<file path="config.mk">
export PLATFORM = sky130hd
export DESIGN_NAME = scan_ctrl8
export DESIGN_NICKNAME = d
export VERILOG_FILES = /design/src/rtl/scan_pkg.sv /design/src/rtl/scan_next_idx.sv /design/src/rtl/scan_ctrl8.sv
export SDC_FILE = /design/constraint.sdc
export NUM_CORES = 1
export LEC_CHECK = 0
export ABC_CLOCK_PERIOD_IN_PS = 8440
export CORE_MARGIN = 8
export CORE_UTILIZATION = 29
export CTS_CLUSTER_SIZE = 14
export DETAILED_ROUTE_END_ITERATION = 7
export PLACE_DENSITY = 0.62
export SYNTH_ARGS = -nofsm -noshare
export SYNTH_HDL_FRONTEND = slang
export SYNTH_SLANG_ARGS = --single-unit
export TNS_END_PERCENT = 1
</file>
<file path="constraint.sdc">
create_clock -name i_clk -period 8.44 [get_ports i_clk]
set_input_delay 1.688 -clock i_clk [delete_from_list [all_inputs] [get_ports i_clk]]
set_output_delay 1.688 -clock i_clk [all_outputs]
set_load 0.005 [all_outputs]
</file>
<file path="src/rtl/scan_pkg.sv">
// Shared definitions for the 8-line scan controller: line count and FSM state encoding.
package scan_pkg;

  localparam int NUM_LINES = 8;

  typedef enum logic [1:0] {
    ST_IDLE  = 2'd0,
    ST_BLANK = 2'd1,
    ST_ON    = 2'd2
  } state_t;

endpackage

</file>
<file path="src/rtl/scan_next_idx.sv">
// Combinational search for the next enabled line above idx, wrapping past 7.
// wrap is set whenever the search passes line 7, including the single-line case.
module scan_next_idx
  import scan_pkg::*;
(
  input  logic [2:0]           idx,
  input  logic [NUM_LINES-1:0] mask,
  output logic [2:0]           nxt_idx,
  output logic                 wrap
);

  logic [NUM_LINES-1:0] rot;
  logic [2:0]           ofs;
  logic [3:0]           sum;

  // rot[k] is the enable of line idx+k+1 (mod 8), so the lowest set bit is the next line.
  genvar gi;
  generate
    for (gi = 0; gi < NUM_LINES; gi++) begin : g_rot
      localparam logic [2:0] STEP = 3'((gi + 1) % NUM_LINES);
      assign rot[gi] = mask[idx + STEP];
    end
  endgenerate

  always_comb begin
    ofs = 3'd0;
    for (int k = NUM_LINES - 1; k >= 0; k--) begin
      if (rot[k]) ofs = 3'(k);
    end
  end

  assign sum     = {1'b0, idx} + {1'b0, ofs} + 4'd1;
  assign nxt_idx = (mask == '0) ? idx : sum[2:0];
  assign wrap    = (mask != '0) && sum[3];

endmodule

</file>
<file path="src/rtl/scan_ctrl8.sv">
// Time-multiplexed one-hot scan of 8 lines with a blanking gap at the start of each slot.
module scan_ctrl8
  import scan_pkg::*;
#(
  parameter int CLK_DIV = 1000,
  parameter int BLANK   = 100,
  parameter int DIV_W   = 16
) (
  input  logic        i_clk,
  input  logic        i_rst_n,
  input  logic        i_en,
  input  logic        i_opt,
  input  logic [7:0]  i_mask,
  input  logic [31:0] i_data,
  output logic [7:0]  o_sel,
  output logic [2:0]  o_idx,
  output logic [3:0]  o_nib,
  output logic        o_frame
);

  localparam logic [DIV_W-1:0] LAST_CNT   = DIV_W'(CLK_DIV - 1);
  localparam logic [DIV_W-1:0] ON_START   = DIV_W'(BLANK);
  localparam state_t           SLOT_START = (BLANK == 0) ? ST_ON : ST_BLANK;

  state_t           state_reg;
  logic [DIV_W-1:0] cnt_reg;
  logic [2:0]       idx_reg;
  logic             frame_reg;

  logic [2:0]       search_idx;
  logic [2:0]       nxt_idx;
  logic             nxt_wrap;
  logic [DIV_W-1:0] cnt_next;
  logic [7:0]       sel_act;

  // Searching from line 7 yields the lowest enabled line, with wrap set, for the IDLE exit.
  assign search_idx = (state_reg == ST_IDLE) ? 3'd7 : idx_reg;
  assign cnt_next   = cnt_reg + DIV_W'(1);

  scan_next_idx u_next_idx (
    .idx     (search_idx),
    .mask    (i_mask),
    .nxt_idx (nxt_idx),
    .wrap    (nxt_wrap)
  );

  always_ff @(posedge i_clk or negedge i_rst_n) begin
    if (!i_rst_n) begin
      state_reg <= ST_IDLE;
      cnt_reg   <= '0;
      idx_reg   <= 3'd0;
      frame_reg <= 1'b0;
    end else if (!i_en || i_mask == '0) begin
      state_reg <= ST_IDLE;
      cnt_reg   <= '0;
      frame_reg <= 1'b0;
    end else if (state_reg == ST_IDLE || cnt_reg == LAST_CNT) begin
      state_reg <= SLOT_START;
      cnt_reg   <= '0;
      idx_reg   <= nxt_idx;
      frame_reg <= nxt_wrap;
    end else begin
      state_reg <= (cnt_next >= ON_START) ? ST_ON : ST_BLANK;
      cnt_reg   <= cnt_next;
      frame_reg <= 1'b0;
    end
  end

  genvar gi;
  generate
    for (gi = 0; gi < NUM_LINES; gi++) begin : g_sel
      assign sel_act[gi] = (state_reg == ST_ON) && (idx_reg == 3'(gi));
    end
  endgenerate

  // Active-high one-hot, flipped to active-low when i_opt=0.
  assign o_sel   = sel_act ^ {8{~i_opt}};
  assign o_idx   = idx_reg;
  assign o_frame = frame_reg;
  assign o_nib   = i_data[{idx_reg, 2'b00} +: 4];

endmodule

</file>
After elaboration in Yosys (flattened, before gate mapping):

Cells that the tools add are included.

* bits in registers: 22

* $add $sub $neg: 10
* magnitude comparators: 9
* equality and inequality tests: 9
* shift-type cells: 1
* multiplexer cells: 33
* bitwise gates (word level): 3
* reductions and logical operators: 17

Operators by type and width (count)
* $lt 3x4->1 const B: 8
* $mux 16: 2
* $shiftx 32x6->4: 1
* $mux 3: 10
* $bmux 1 s3: 8
* $add 16x1->16 const B: 1
* $eq 16x10->1 const B: 1
* $ge 16x7->1 const B: 1
* $add 3x3->3 const B: 4
* $eq 3x3->1 const B: 4
* $mux 1: 10
* $logic_and 1x1->1: 9
* $logic_not 8->1: 1
* $reduce_bool 8->1: 1
* $xor 8x8->8: 1
* $add 3x2->3 const B: 2
* $eq 3x2->1 const B: 2
* $mux 2: 3
* $add 3x3->4: 1
* $add 4x1->4 const B: 1
* $add 3x1->3 const B: 1
* $eq 3x1->1 const B: 1
* $logic_not 3->1: 1
* $eq 2x2->1 const B: 1
* other kinds (5): 7

Logic depth before layout (Yosys ltp):

Gate-level depths: netlist of the first run.

* word-level depth: 17
* gate-level depth with buffers: 14
* depth with buffers taken out: 12

Cells and area by module:

Synthesis of the first run repeated with hierarchy kept, for this count alone.

* cells, all modules: 240
* area, all modules: 2344.7 µm²

Modules (own cells, without submodules)
* scan_ctrl8: instances 1, cells an instance 172, area an instance 1699.1 µm², sequential area each 550.5 µm²
* scan_next_idx: instances 1, cells an instance 68, area an instance 645.6 µm², sequential area each 0.0 µm²

Least setup slack after synthesis of the first run:

No wires, ideal clock.

* path kind: in2out
* from: input i_data[28]
* to: output o_nib[0]
* arrival time: 2.397 ns
* setup slack: 4.355 ns
* cell stages on the path: 2
* cell sequence: mux4_2 mux2_2

* cells in the longest elaborated chain, start to end: 1

Ends and longest elaborated chain
* start: declaration: RTL line scan_ctrl8.sv:14 `input logic [31:0] i_data,`
* $shiftx 32x6->4: RTL line scan_ctrl8.sv:80 `assign o_nib = i_data[{idx_reg, 2'b00} +: 4];`
* end: declaration: RTL line scan_ctrl8.sv:17 `output logic [3:0] o_nib,`

Every way passes these cells.

Worst setup path after layout of the first run:

* from: input i_data[13]
* to: output o_nib[1]

The elaborated chain is that of the path after synthesis.

==> results of run 1 <==
-- placed cells by master (no fill, tap or decap), types with 2 or more instances in the layout --
master           instances
mux2i_1                 14
a21oi_1                  7
mux4_1                   3
a21boi_2                 2
nand3_1                 10
xor2_1                  13
nor2_1                  27
nor4_1                   3
clkdlybuf4s50_1         59
nand4_1                  3
clkbuf_8                 3
ha_1                     6
and2_1                   5
nor3_1                   8
mux2_2                   6
o211ai_1                 2
nand2b_1                 3
o21bai_1                 2
mux4_2                  10
o22ai_1                  2
o21ai_0                  4
and3_1                   4
o21bai_4                 2
dfrtp_1                 22
xnor2_1                 13
nand2_1                 22
inv_1                    4
nand3b_1                 3
nor3b_1                  5
-- layout make-up --
type	count	area, um2	share of cell area
Multi-Input combinational cell	196	1580	0.537
Timing Repair Buffer	60	598	0.203
Sequential cell	22	551	0.187
Tap cell	102	128	0.0433
Clock buffer	3	41.3	0.0140
Clock inverter	1	30.0	0.0102
Inverter	5	18.8	0.00636
-- report_power, final --
part | total, mW | leakage (nW) | internal, mW | switching (mW)
combinational | 0.384 | 0.792 | 0.221 | 0.163
sequential | 0.141 | 0.298 | 0.115 | 0.0266
clock | 0.0975 | 0.0357 | 0.0633 | 0.0343
-- cells by family after synthesis --
| group | synth area share |
|---|---|
| xor gates and xnor gates | 0.103 |
| buffers and inverters | 0.0383 |
| adders and majority gates | 0.0429 |
| muxes | 0.241 |
| DFF | 0.248 |
| and+or+nand+nor | 0.204 |
| AOI/OAI and AO/OA | 0.123 |
-- path summary, 6_finish.rpt --
check / endpoint / slack, ns / cells after the start
worst max-delay path: o_nib[1] / 3.46 / 4
max in group asynchronous: state_reg[1] / 5.88 / 1
worst min register to register: cnt_reg[13] / 0.58 / 2
worst min-delay path: cnt_reg[13] / 0.58 / 2
worst max register to register: o_idx[1] / 4.39 / 10
min in group asynchronous: cnt_reg[9] / 1.97 / 1
-- cells in the mapped netlist, types with 4 or more instances --
cell,instances,share of area
a21oi_1,7,0.016
and2_1,5,0.014
and3_1,4,0.011
clkbuf_1,4,0.0068
dfrtp_1,22,0.25
ha_1,6,0.034
inv_1,4,0.0068
mux2_2,6,0.030
mux2i_1,14,0.063
mux4_2,10,0.10
nand2_1,22,0.037
nand3_1,10,0.023
nor2_1,27,0.046
nor3_1,8,0.018
nor3b_1,5,0.017
o21ai_0,4,0.0090
xnor2_1,13,0.051
xor2_1,13,0.051
-- routing by layer --
metal | part of all wire | vias to the layer above | global-route usage | wire length, um
met5 | 0 | - | 0 | 0
met4 | 0.0062 | 0 | 0.0200 | 34
met3 | 0.069 | 2 | 0.0161 | 380
met2 | 0.47 | 43 | 0.173 | 2600
met1 | 0.45 | 879 | 0.123 | 2510
li1 | - | 969 | - | -
-- worst reg2reg max path, cell delays in order, from the launching register on --
cell and delay, ns:
dfrtp_1 0.81, o21bai_1 0.46, inv_1 0.25, ha_1 0.28, xor2_1 0.25, mux4_1 0.62
and2_1 0.19, o211ai_1 0.17, and3_1 0.24, fa_1 0.40, mux2_2 0.27
-- per-stage QoR --
step / setup WS, ns / total power [mW] / cells / util / cell area [um2]
after floorplan: 4.36 / 0.413 / 234 / - / 2220
after global placement: 3.47 / 0.525 / 385 / 0.380 / 2880
after detailed placement: 3.47 / 0.531 / 385 / 0.380 / 2880
after CTS: 3.46 / 0.629 / 389 / 0.390 / 2950
after global routing: 3.41 / 0.670 / 389 / 0.390 / 2950
final: 3.46 / 0.623 / 389 / 0.390 / 2950
==> results.md, run 1 <==
- Status: completed
- Worst clock skew: 0.00105 ns
- Synth-to-layout area growth: 32.9%
- FP Rows: 32
- Syn Std Cell Area: 2220 um2
- Nets: 339
- Final Critical Period: 4.98 ns
- CP max-delay cell: mux4_2
- Setup Viol. Count Final: 0
- Fin. Hold Viols: 0
- Top Family by Delay on Critical Path: buffers and inverters
- 1st-iter DRT viols: 88
- Crit path DAT: 3.29 ns
- Hold Crit Class: register to register
- Post-Syn Nets: 285
- CTS buffer count: 3
- Clock sink count: 22
- Post-CTS Setup Inserts: 0
- Gates resized, CTS repair: 0
- # H-tree levels: 1
- Grt total ovfl: 0
- Initial antenna violation count: 0
- RR Startpoint: o_idx[1]
- DRC: 0
- Layout cells sized above 1: 0.0976
- Achievable frequency: 201 MHz
- FF+latch count, synth: 22
- Clock Latency Late Sink: 0.26 ns
- Clock-pin slew on the worst setup and hold paths: 0.08 ns
- Tightest Pin Transition: 0.977 ns
- Number of flops mapped to enable cells by yosys: 0
- Top FF cell, synth: dfrtp_1
- Critical Path RT: 6.75 ns
- Post-synthesis sequential area ratio: 0.248
- Setup TNS: 0 ns
- Core ar.: 7570 um2
- Via count: 1,893
- CP Class: input pin to primary output
- Initial Util: 0.293
- Async S/R FF share, synth: 1.00
- Buffers and inverters on the worst path: 2
- Max-cap violations: 0
- Worst Min Path Start: cnt_reg[13]
- Fin crit share: 0.590
- Most Frequent Cell on Critical Path: clkdlybuf4s50_1
- Hold_ws: 0.577 ns
- Clk root buf: clkbuf_8
- FILL cells: 751
- WL per Instance: 14.2 um
- Remaining antenna violation count: 0
- Antenna cell count: 0
- Routability Congestion: 0.776
- Number of global-route vias before repair: 1,848
- Chip Height: 103 um
- Max-slew headroom: 0.347
- Longest Clk Path Bufs: 2
- Post-DP HPWL: 4310 um
- Final Max Tran Viols: 0
- Full die area: 10,700 um2
- Hold buffer count at CTS: 0
- Number of I/O port buffers: 59
- Worst-path maximum fanout: 1
- CTS tree: yes
- CP max stage delay: 0.47 ns
- Num ports: 60
- Syn Area/Cell: 9.48 um2
- Via density: 4.87
- Post-synth cell types: 51
- Pre-Repair DR Iteration Count: 4
- Launch point of the worst path: i_data[13]
- Leak: 1.13 nW
- Largest net degree at the start of global routing: 26
- Synthesis Warnings: 0
- Die W: 103 um
- Number of flip-flops in the largest register: 16
- Pwr dens: 211 nW/um2
- CP cell instances: clkdlybuf4s50_1 -> mux4_2 -> mux2_2 -> clkdlybuf4s50_1
- Startpoint types: input pin
- Unrepaired setup endpoints after global routing: no
- Aggregate global-route resource usage: 0.0982
- CP Capture Type: primary output
- Global-route wire length before repair: 8610 um
- Synth Instances: 234
- Routed Wire Length: 5530 um
- VDD IR-drop max: 0.0714 mV
Power figures use the tool's default switching activity.
==> inputs of run 2 (changes only) <==
ABC_CLOCK_PERIOD_IN_PS = 5000   (was 8440)
clock period = 5 ns   (was 8.44 ns; I/O delays follow)
==> results.md, run 2 (synthesized netlist as in run 1, its figures left out) <==
- Status: completed
- CTS tree: yes
- Pwr dens: 344 nW/um2
- Number of global-route vias before repair: 1,866
- Clock-pin slew on the worst setup and hold paths: 0.08 ns
- Worst-path maximum fanout: 21
- 1st-iter DRT viols: 56
- Chip Height: 103 um
- RR Startpoint: o_idx[1]
- Pre-Repair DR Iteration Count: 6
- Via density: 5.00
- Worst r2r path cells: 10
- Final WS setup: 1.09 ns
- Grt met3 use: 0.0114
- DRC: 0
- Global-route wire length before repair: 8800 um
- Hold buffer count at CTS: 0
- Initial antenna violation count: 0
- Tightest Pin Transition: 0.989 ns
- Worst slack, placed: 1.08 ns
- Die W: 103 um
- Hold_ws: 0.573 ns
- Met1 Track Usage GR: 0.134
- Routed Wire Length: 5590 um
- CP endpoint: o_idx[1]
- Startpoint types: register
- Nets: 339
- Achievable frequency: 256 MHz
- Hold Path Stages: 2
- CTS buffer count: 3
- Commonest cells after routing, fill and taps aside: 59 x clkdlybuf4s50_1, 27 x nor2_1, 22 x nand2_1, 22 x dfrtp_1, 14 x mux2i_1
- Routability Congestion: 0.845
- R2R setup slack: 1.09 ns
- Layout cells sized above 1: 0.0976
- Longest Clk Path Bufs: 2
- CP Class: register to register
- Synth-to-layout area growth: 32.2%
- Number of flip-flops in the largest register: 16
- Post-CTS Setup Inserts: 0
- Post-DP HPWL: 4450 um
- Crit path DAT: 4.06 ns
- Setup Viol. Count Final: 0
- Number of I/O port buffers: 59
- Final Max Tran Viols: 0
- Max-cap violations: 0
- Initial Util: 0.293
- Gates resized, CTS repair: 0
- Grt total ovfl: 0
- Commonest non-fill, non-tap cell in the layout: clkdlybuf4s50_1
- Met2 GRT Util: 0.173
- Num ports: 60
- Clock Latency Late Sink: 0.26 ns
- GRT busiest layer: met2
- Full die area: 10,700 um2
- Largest net degree at the start of global routing: 26
- Unrepaired setup endpoints after global routing: no
- Fin crit share: 0.783
- VDD IR-drop max: 0.103 mV
- Core ar.: 7570 um2
- Remaining antenna violation count: 0
- Clock sink count: 22
- Launch point of the worst path: o_idx[1]
- Fin. Hold Viols: 0
- Antenna cell count: 0
- Critical Path RT: 5.15 ns
- Aggregate global-route resource usage: 0.102
- Setup TNS: 0 ns
- Clk root buf: clkbuf_8
- Hold Crit Class: register to register
- # H-tree levels: 1
- Via count: 1,945
- Leak: 1.12 nW
- Worst clock skew: 0.00364 ns
- WL per Instance: 14.4 um
- Worst reg2reg path endpoint: o_idx[1]
- Final Critical Period: 3.91 ns
- FP Rows: 32
- CP Capture Type: register
- Max-slew headroom: 0.338
-- run 2: changes by cell type in the layout (fill, tap and decap cells not counted) --
cell       previous run  this run
bufinv_16             1         0
clkbuf_8              3         4
-- run 2: area by class of cell --
| class | instances | area, um2 |
|---|---|---|
| clock buffers | 4 | 55.1 |
| flip-flops and latches | 22 | 551 |
| repair buffers | 60 | 598 |
| fillers | 752 | 4630 |
| well taps | 102 | 128 |
| multi-input cells | 196 | 1580 |
| inverters | 5 | 18.8 |
-- run 2: metal layers --
layer | vias up | part of all wire
li1 | 966 | -
met1 | 927 | 0.47
met2 | 50 | 0.46
met4 | 0 | 0.0061
met5 | - | 0
met3 | 2 | 0.066
-- run 2: worst min path at each step --
stage,to,slack [ns],start
after floorplan,cnt_reg[0],0.52,cnt_reg[0]
after CTS,cnt_reg[13],0.58,cnt_reg[13]
after global placement,cnt_reg[13],0.55,cnt_reg[13]
final,cnt_reg[13],0.57,cnt_reg[13]
after global routing,cnt_reg[0],0.61,cnt_reg[0]
after detailed placement,cnt_reg[13],0.56,cnt_reg[13]
-- run 2: where the power goes --
group	internal (mW)	switching, mW	total [mW]
Combinational	0.375	0.269	0.643
Clock	0.0701	0.0577	0.128
Sequential	0.194	0.0442	0.238
Total	0.639	0.371	1.01
-- run 2: metrics by stage --
step | area [um2] | instances | total power, mW | util
final | 2930 | 389 | 1.01 | 0.388
after global routing | 2930 | 389 | 1.09 | 0.388
after CTS | 2930 | 389 | 1.02 | 0.388
after detailed placement | 2880 | 385 | 0.890 | 0.380
after global placement | 2880 | 385 | 0.884 | 0.380
after floorplan | 2220 | 234 | 0.697 | -
-- run 2: critical path, stage by stage (launching register included) --
cell and delay (ns):
dfrtp_1 0.80, o21bai_1 0.43, inv_1 0.24, ha_1 0.27, xor2_1 0.23, mux4_1 0.60
and2_1 0.17, o211ai_1 0.16, and3_1 0.23, fa_1 0.40, mux2_2 0.27
==> inputs of run 3 (changes only) <==
ABC_CLOCK_PERIOD_IN_PS = 3700   (was 5000)
clock period = 3.7 ns   (was 5 ns; I/O delays follow)
==> results.md, run 3 (synthesized netlist as in run 1, its figures left out) <==
- Sequential Power Share: 0.215
- Number of flip-flops in the largest register: 16
- Routed Wire Length: 5640 um
- DRC: 0
- Core ar.: 7570 um2
- Register area: 551 um2
- Worst clock skew: 0.00382 ns
- Achievable frequency: 307 MHz
- Number of I/O port buffers: 59
- Largest net degree at the start of global routing: 25
- Startpoint types: register
- Clock sink count: 22
- CP max stage delay: 0.61 ns
- Global-route wire length before repair: 8980 um
- Comb power frac: 0.675
- Setup Viol. Count Final: 0
- Number of global-route vias before repair: 1,946
- Longest Clk Path Bufs: 2
- Pwr dens: 463 nW/um2
- CTS buffer count: 3
- Routability Congestion: 0.828
- Routed wl met3: 451 um
- Clock-pin slew on the worst setup and hold paths: 0.08 ns
- VDD IR-drop max: 0.179 mV
- Fin. Hold Viols: 0
- Crit path DAT: 3.41 ns
- Clk root buf: clkbuf_8
- Final Max Tran Viols: 0
- Clock Latency Late Sink: 0.26 ns
- Tightest Pin Transition: 0.987 ns
- Initial antenna violation count: 0
- P_int: 0.854 mW
- Antenna cell count: 0
- Remaining antenna violation count: 0
- Switching power: 0.509 mW
- Max-slew headroom: 0.340
- Aggregate global-route resource usage: 0.103
- FILL cells: 754
- Leak: 1.13 nW
- Worst slack, placed: 0.380 ns
- Grt total ovfl: 0
- Setup TNS: 0 ns
- Post-CTS Setup Inserts: 0
- Area of the multi-input gates: 1580 um2
- Post-Route M1 WL: 2560 um
- Worst-path maximum fanout: 7
- Unrepaired setup endpoints after global routing: no
- Synth-to-layout area growth: 32.6%
- Die W: 103 um
- Commonest cells after routing, fill and taps aside: 59 x clkdlybuf4s50_1, 27 x nor2_1, 22 x nand2_1, 22 x dfrtp_1, 14 x mux2i_1
- Status: completed
- Via density: 5.02
- Fin crit share: 0.881
- Via count: 1,964
- Nets: 342
- Final WS setup: 0.439 ns
- Top Family by Delay on Critical Path: multiplexers
- CP max-delay cell: mux4_1
- Pre-Repair DR Iteration Count: 4
- Highest routing layer actually used: met4
- Layout cells sized above 1: 0.104
- Met2 WL: 2550 um
- Clk pwr share: 0.110
- Buffers and inverters on the worst path: 1
- FP Rows: 32
- Gates resized, CTS repair: 0
- Initial Util: 0.293
- Hold Crit Class: register to register
- CP Capture Type: register
- Fin area: 2940 um2
- # H-tree levels: 1
- Num ports: 60
- Max-cap violations: 0
- Switching Share: 0.373
- Full die area: 10,700 um2
- Final Critical Period: 3.26 ns
- Post-DP HPWL: 4420 um
- WL per Instance: 14.4 um
- 1st-iter DRT viols: 79
- Commonest non-fill, non-tap cell in the layout: clkdlybuf4s50_1
- CP cell instances: o21bai_1 -> inv_1 -> ha_1 -> xor2_1 -> mux4_1 -> and2_1 -> o211ai_1 -> and3_1 -> fa_1 -> mux2_2
- CP Class: register to register
- Critical Path RT: 3.85 ns
- Chip Height: 103 um
- CTS tree: yes
- Hold buffer count at CTS: 0
- DP Area: 2900 um2
[run 3: changes by cell type in the layout (fill, tap and decap cells not counted), sizes merged]
cell    delta
buf        +3
clkbuf     -1
[run 3: power by group through the flow]
stage / registers [mW] / logic [mW] / clock network, mW
2_1_floorplan: 0.288 / 0.655 / 0
3_3_place_gp: 0.297 / 0.921 / 0
3_5_place_dp: 0.297 / 0.929 / 0
4_1_cts: 0.293 / 0.935 / 0.156
5_1_grt: 0.297 / 1.01 / 0.163
6_report: 0.292 / 0.920 / 0.150
[run 3: worst min-delay path: stages (launching register included)]
cell and delay (ns):
dfrtp_1 0.38, xor2_1 0.07, nor2_1 0.08
[run 3: area by class of cell]
cell class / instances / area share
tap: 102 / 0.0434
timing repair buffer: 63 / 0.211
clock buffer: 3 / 0.0140
inverter: 5 / 0.00638
sequential: 22 / 0.187
multi-input combinational: 196 / 0.538
[run 3: worst paths after layout]
kind	startpoint	to	slack (ns)	cells after the start
min in group asynchronous	i_rst_n	cnt_reg[9]	1.02	1
min reg2reg	cnt_reg[13]	cnt_reg[13]	0.57	2
min	cnt_reg[13]	cnt_reg[13]	0.57	2
max in group asynchronous	i_rst_n	o_idx[1]	2.08	1
max	state_reg[1]	o_idx[1]	0.44	10
max reg2reg	state_reg[1]	o_idx[1]	0.44	10
[run 3: metal layers]
| layer | track usage | up-vias |
|---|---|---|
| met5 | 0 | - |
| met4 | 0.0345 | 0 |
| met3 | 0.0161 | 6 |
| met2 | 0.177 | 58 |
| met1 | 0.129 | 932 |
| li1 | - | 968 |
[run 3: metrics by stage]
stage	hold WS, ns	std cells	utilization	power [mW]
2_1_floorplan	0.444	234	-	0.942
3_3_place_gp	0.553	388	0.383	1.22
3_5_place_dp	0.556	388	0.383	1.23
4_1_cts	0.581	391	0.389	1.38
5_1_grt	0.629	391	0.389	1.47
6_report	0.574	391	0.389	1.36
